===== src/rtl/tx_transmitter.sv =====
// Serial transmitter: packs 1-8 words of 1-16 data bits into a packet with one start bit.
// Each word is followed by even parity and stop time, and the far end's rx_ready gates the next word.
module tx_transmitter #(
    parameter int unsigned STOP_CYCLES = 1
) (
    input  logic        clk,
    input  logic        rst,
    input  logic [7:0]  packet_struct,
    input  logic [15:0] tx_data,
    input  logic        tx_valid,
    output logic        tx_ready,
    input  logic        rx_ready,
    output logic        serial_out,
    output logic        tx_busy,
    output logic        packet_done
);
    localparam int unsigned SW = (STOP_CYCLES > 1) ? $clog2(STOP_CYCLES) : 1;
    localparam logic [SW-1:0] STOP_LAST = SW'(STOP_CYCLES - 1);

    typedef enum logic [2:0] {IDLE, START, DATA, PARITY, STOP} state_e;

    state_e        state_q, state_d;
    logic [15:0]   shift_q, shift_d;
    logic [3:0]    last_bit_q, last_bit_d;
    logic [2:0]    last_word_q, last_word_d;
    logic [2:0]    word_cnt_q, word_cnt_d;
    logic [3:0]    bit_cnt_q, bit_cnt_d;
    logic          parity_q, parity_d;
    logic [SW-1:0] stop_cnt_q, stop_cnt_d;
    logic          serial_q, serial_d;
    logic          done_q, done_d;
    logic          stop_met, last_word;

    // Bit 4 of the geometry byte carries no meaning.
    logic unused_struct_bit;
    assign unused_struct_bit = packet_struct[4];

    always_ff @(posedge clk) begin
        if (rst) begin
            state_q     <= IDLE;
            shift_q     <= '0;
            last_bit_q  <= '0;
            last_word_q <= '0;
            word_cnt_q  <= '0;
            bit_cnt_q   <= '0;
            parity_q    <= 1'b0;
            stop_cnt_q  <= '0;
            serial_q    <= 1'b1;
            done_q      <= 1'b0;
        end else begin
            state_q     <= state_d;
            shift_q     <= shift_d;
            last_bit_q  <= last_bit_d;
            last_word_q <= last_word_d;
            word_cnt_q  <= word_cnt_d;
            bit_cnt_q   <= bit_cnt_d;
            parity_q    <= parity_d;
            stop_cnt_q  <= stop_cnt_d;
            serial_q    <= serial_d;
            done_q      <= done_d;
        end
    end

    // serial_d is the line value of the state being entered, so the flop shows it for the whole state.
    always_comb begin
        state_d     = state_q;
        shift_d     = shift_q;
        last_bit_d  = last_bit_q;
        last_word_d = last_word_q;
        word_cnt_d  = word_cnt_q;
        bit_cnt_d   = bit_cnt_q;
        parity_d    = parity_q;
        stop_cnt_d  = stop_cnt_q;
        serial_d    = serial_q;
        done_d      = 1'b0;
        tx_ready    = 1'b0;
        stop_met    = (stop_cnt_q == STOP_LAST);
        last_word   = (word_cnt_q == last_word_q);

        case (state_q)
            IDLE: begin
                tx_ready = 1'b1;
                serial_d = 1'b1;
                if (tx_valid) begin
                    shift_d     = tx_data;
                    last_bit_d  = packet_struct[3:0];
                    last_word_d = packet_struct[7:5];
                    word_cnt_d  = '0;
                    state_d     = START;
                    serial_d    = 1'b0;
                end
            end
            START: begin
                state_d   = DATA;
                bit_cnt_d = '0;
                parity_d  = 1'b0;
                serial_d  = shift_q[0];
            end
            DATA: begin
                parity_d  = parity_q ^ shift_q[bit_cnt_q];
                bit_cnt_d = bit_cnt_q + 4'd1;
                if (bit_cnt_q == last_bit_q) begin
                    state_d  = PARITY;
                    serial_d = parity_d;
                end else begin
                    serial_d = shift_q[bit_cnt_d];
                end
            end
            PARITY: begin
                state_d    = STOP;
                stop_cnt_d = '0;
                serial_d   = 1'b1;
            end
            STOP: begin
                serial_d = 1'b1;
                if (!stop_met) stop_cnt_d = stop_cnt_q + SW'(1);
                if (last_word) begin
                    if (stop_met) begin
                        state_d = IDLE;
                        done_d  = 1'b1;
                    end
                end else begin
                    tx_ready = rx_ready & stop_met;
                    if (tx_valid & tx_ready) begin
                        shift_d    = tx_data;
                        word_cnt_d = word_cnt_q + 3'd1;
                        bit_cnt_d  = '0;
                        parity_d   = 1'b0;
                        state_d    = DATA;
                        serial_d   = tx_data[0];
                    end
                end
            end
            default: state_d = IDLE;
        endcase
    end

    assign serial_out  = serial_q;
    assign tx_busy     = (state_q != IDLE);
    assign packet_done = done_q;

endmodule


===== config.mk =====
export PLATFORM = sky130hd
export DESIGN_NAME = tx_transmitter
export DESIGN_NICKNAME = d
export VERILOG_FILES = /design/src/rtl/tx_transmitter.sv
export SDC_FILE = /design/constraint.sdc
export NUM_CORES = 1
export LEC_CHECK = 0
export CORE_AREA = 2 2 83 85
export CTS_CLUSTER_SIZE = 14
export DETAILED_ROUTE_END_ITERATION = 10
export DIE_AREA = 0 0 85 87
export PLACE_DENSITY_LB_ADDON = 0.08
export SYNTH_ARGS = -nofsm -noshare
export SYNTH_HDL_FRONTEND = slang
export SYNTH_SLANG_ARGS = --single-unit

===== constraint.sdc =====
create_clock -name clk -period 2.15 [get_ports clk]
set_input_delay 0.645 -clock clk [delete_from_list [all_inputs] [get_ports clk]]
set_output_delay 0.645 -clock clk [all_outputs]
set_load 0.02 [all_outputs]

==> implementation parameters <==
Parameter                              Value

Route
  Vias per Instance ... 4.81
  Topmost layer with routed signal wires ... met4
  Remaining DRCs ... 0
  Sum of routed wire length over all layers ... 4620 microns
  Via count ... 1574
  Met1 wire length ... 2180 microns
  Number of search-and-repair iterations in the first detailed-routing pass ... 4
  Met3 wire len ... 189 microns
  Antenna violation net count after detailed routing ... 0
  Routed wire length per instance ... 14.1 microns
  Met2 Wirelength ... 2190 microns
  Violation count after the first detailed-routing iteration ... 61

STA
  Minimum clock period ... 2080 ps
  Max-Slew Margin vs Limit ... 66.8%
  Final setup violation count ... 0
  Slew Viols, Final ... 0
  Setup repair after global routing missed its margin ... false
  Final-report hold violation count ... 0
  Setup TNS after final layout ... 0 ps
  Transition time at the pin with the least slew margin ... 491 ps
  Final setup margin ... 72.2 ps
  Final period util ... 96.6%
  Max Clock Skew ... 3.00 ps
  Post-route worst hold slack ... 472 ps
  Highest clock frequency the design can meet ... 481 MHz

Die
  Die height ... 87 microns
  Effective utilization at floorplan ... 28.6%
  Number of standard-cell rows in the floorplan ... 30
  Die span in x ... 85 microns
  Overall die area ... 0.00740 sq mm
  Core outline area ... 0.00657 sq mm
  Number of top-level pins ... 32

Power
  Switching portion of total power ... 28.7%
  Seq pwr share ... 44.3%
  Fraction of power consumed by combinational cells ... 25.0%
  Power Total ... 1.68 mW
  NetSw ... 0.481 mW
  Worst vdd rail ir drop ... 0.343 mV
  Areal power density over the cells ... 661 mW/mm^2
  Power share of the clock group ... 30.6%
  Int Power ... 1.20 mW
  Leakage power summed over all cells ... 1.03 nW

Hold path
  WHS Endpoint ... last_word_q[0]
  Type of the tightest min-delay check ... flop to flop
  Hold wc startpoint ... last_word_q[0]
  Instance count along the most critical hold path ... 2

Synthesis
  Post-synthesis area per instance ... 9.69 sq um
  Most area-hungry cell type in the Yosys netlist ... sky130_fd_sc_hd__dfxtp_1
  Post-Synthesis Cell Area ... 0.00188 sq mm
  Post-synth EDFFs ... 0
  Flip-flop cell with the highest count after synthesis ... sky130_fd_sc_hd__dfxtp_1
  Net count after synthesis ... 224
  Synthesized instance count ... 194
  Leading post-synthesis cells by cell area ... sky130_fd_sc_hd__dfxtp_1 38%, sky130_fd_sc_hd__mux2i_1 11%, sky130_fd_sc_hd__mux4_1 8.4%
  Number of register bits inferred by synthesis ... 36
  Proportion of register bits with asynchronous set or reset after synthesis ... 0%
  Number of distinct library cell variants in the gate-level netlist after synthesis ... 47
  Fraction of the yosys area taken by sequential cells ... 38.3%
  Most frequently used cell type in the post-synthesis netlist ... sky130_fd_sc_hd__dfxtp_1
  Post-synth top cells ... 36 x sky130_fd_sc_hd__dfxtp_1, 27 x sky130_fd_sc_hd__nor2_1, 22 x sky130_fd_sc_hd__nand2_1
  Top-area cell type share of the netlist area ... 38.3%
  Yosys warning count ... 0

Flow run
  Max-cap violation count ... 0

Cells and area
  Layout net count ... 276
  Syn-to-layout area delta ... 34.9%
  Count of non-filler cells in the finished layout ... 327
  Share of cells above drive strength 1 ... 19.8%
  # fillers ... 691
  ANT cells ... 0
  Finished Core Util ... 38.6%
  Area of all placed cells without fillers ... 0.00254 sq mm

Clocking
  CTS tree ... done
  Total CTS buffers ... 5
  Maximum level of the CTS H-tree ... 2
  Number of sinks handled by clock tree synthesis ... 36
  Source-to-sink clock delay at the later pin of the worst-skew pair ... 290 ps
  Clock transition time at the flip-flop clock pins of the worst setup and hold paths ... 80 ps
  Buffer cell driving the clock tree root ... sky130_fd_sc_hd__clkbuf_8
  CTS Buffer Depth ... 2

Worst setup path
  Buffer and inverter count on the worst path ... 0
  Start of the worst register-to-register path ... bit_cnt_q[0]
  Worst path top cell family by delay ... multiplexers
  Worst path cell trace ... ha_4 > mux4_2 > mux4_2 > a221oi_2 > nand3_1
  Endpoint of the most critical register-to-register path ... serial_out
  Slowest stage cell on the critical path ... sky130_fd_sc_hd__mux4_2
  Cell repeated most along the worst path ... sky130_fd_sc_hd__mux4_2
  Critical path data required time ... 2320 ps
  Type of the worst setup path ... flop to flop
  CP startpoint kind ... flop
  Arr. time, crit path ... 2250 ps
  FF-to-FF setup slack ... 70 ps
  Total stage count of the critical path ... 5
  Slowest Stage Delay on Critical Path ... 500 ps
  Depth of the worst register-to-register path ... 5
  CP Capture Type ... flop
  Highest net fanout along the worst path ... 5

Placed design
  Area after DPL ... 0.00240 sq mm
  HPWL after detailed placement ... 3380 microns
  Setup slack at placement ... -535 ps
  Final Wtd Congestion ... 0.749
  Placed cell count ... 316
  Number of buffers inserted by port buffering ... 30

Global routing
  First-pass GRT wire length ... 7890 microns
  Total congestion overflow ... 0
  Initial antenna violation count ... 0
  Overall routing resource usage ... 13.6%
  Largest net degree at the start of global routing ... 23
  Vias in the first global route ... 1597

Run status
  Outcome ... completed
## cell families after synthesis
group                      Yosys count  synth area share (%)
and+or+nand+nor                     71                  17.2
buffers and inverters               16                  4.92
muxes                               29                  22.0
adders and majority gates            2                  1.33
AOI/OAI and AO/OA                   30                  11.5
xor gates and xnor gates            10                  4.66
DFF                                 36                  38.3
## layout by cell type, fill, tap and decap left out, types with 4 or more instances in the layout
master | Yosys | routed
sky130_fd_sc_hd__dfxtp_1 | 36 | 35
sky130_fd_sc_hd__buf_4 | 1 | 26
sky130_fd_sc_hd__a21oi_1 | 12 | 12
sky130_fd_sc_hd__inv_1 | 4 | 4
sky130_fd_sc_hd__mux2i_1 | 20 | 20
sky130_fd_sc_hd__nor3_1 | 4 | 4
sky130_fd_sc_hd__clkdlybuf4s50_1 | 0 | 27
sky130_fd_sc_hd__xor2_1 | 8 | 8
sky130_fd_sc_hd__nor2_1 | 27 | 27
sky130_fd_sc_hd__clkbuf_8 | 2 | 6
sky130_fd_sc_hd__nand2_1 | 22 | 22
sky130_fd_sc_hd__mux4_2 | 2 | 5
## timing repair
action | CTS | global route
setup buffers | 1 | 1
hold buffers | 0 | 0
gates resized for setup | 17 | 4
endpoints found under the setup margin | 16 | 21
pin swaps | 3 | 3
cloned | 1 | 0
## how the worst max path moves through the flow
stage / to / from
2_1_floorplan: serial_out / bit_cnt_q[0]
3_3_place_gp: tx_ready / rx_ready
3_5_place_dp: tx_ready / rx_ready
4_1_cts: tx_ready / rx_ready
5_1_grt: serial_out / bit_cnt_q[0]
6_report: serial_out / bit_cnt_q[0]
## registers in the layout, indices dropped and copies added, names as in the netlist
signal / count
shift_q: 16
state_q: 3
packet_done: 1
word_cnt_q: 3
last_bit_q: 4
bit_cnt_q: 4
parity_q: 1
last_word_q: 3
serial_out: 1
## worst reg2reg max path, delay by kind of cell, from the launching register on
kind	cells	cell delay, ps
muxes	2	1000
DFF	1	340
adders and majority gates	1	320
AOI/OAI and AO/OA	1	220
and+or+nand+nor	1	80
## cell type report
type	count	area, sq um	share of cell area (%)
Clock inverter	1	7.51	0.296
Timing Repair Buffer	57	509	20.1
Inverter	4	15.0	0.592
Multi-Input combinational cell	142	1100	43.2
Sequential cell	36	722	28.5
Clock buffer	7	86.3	3.40
Tap cell	80	100	3.94
## power groups by stage
stage	clock, mW	combinational (mW)	sequential (mW)
2_1_floorplan	0	0.235	0.752
3_3_place_gp	0	0.402	0.757
3_5_place_dp	0	0.401	0.759
4_1_cts	0.536	0.421	0.743
5_1_grt	0.567	0.463	0.749
6_report	0.514	0.420	0.744
## per-layer routing
| metal | track usage, % | vias up |
|---|---|---|
| met1 | 17.6 | 734 |
| met5 | 0 | - |
| met4 | 3.90 | 0 |
| met2 | 22.6 | 34 |
| met3 | 3.22 | 6 |
| li1 | - | 800 |
No activity file was read; power rests on OpenSTA's default activity.
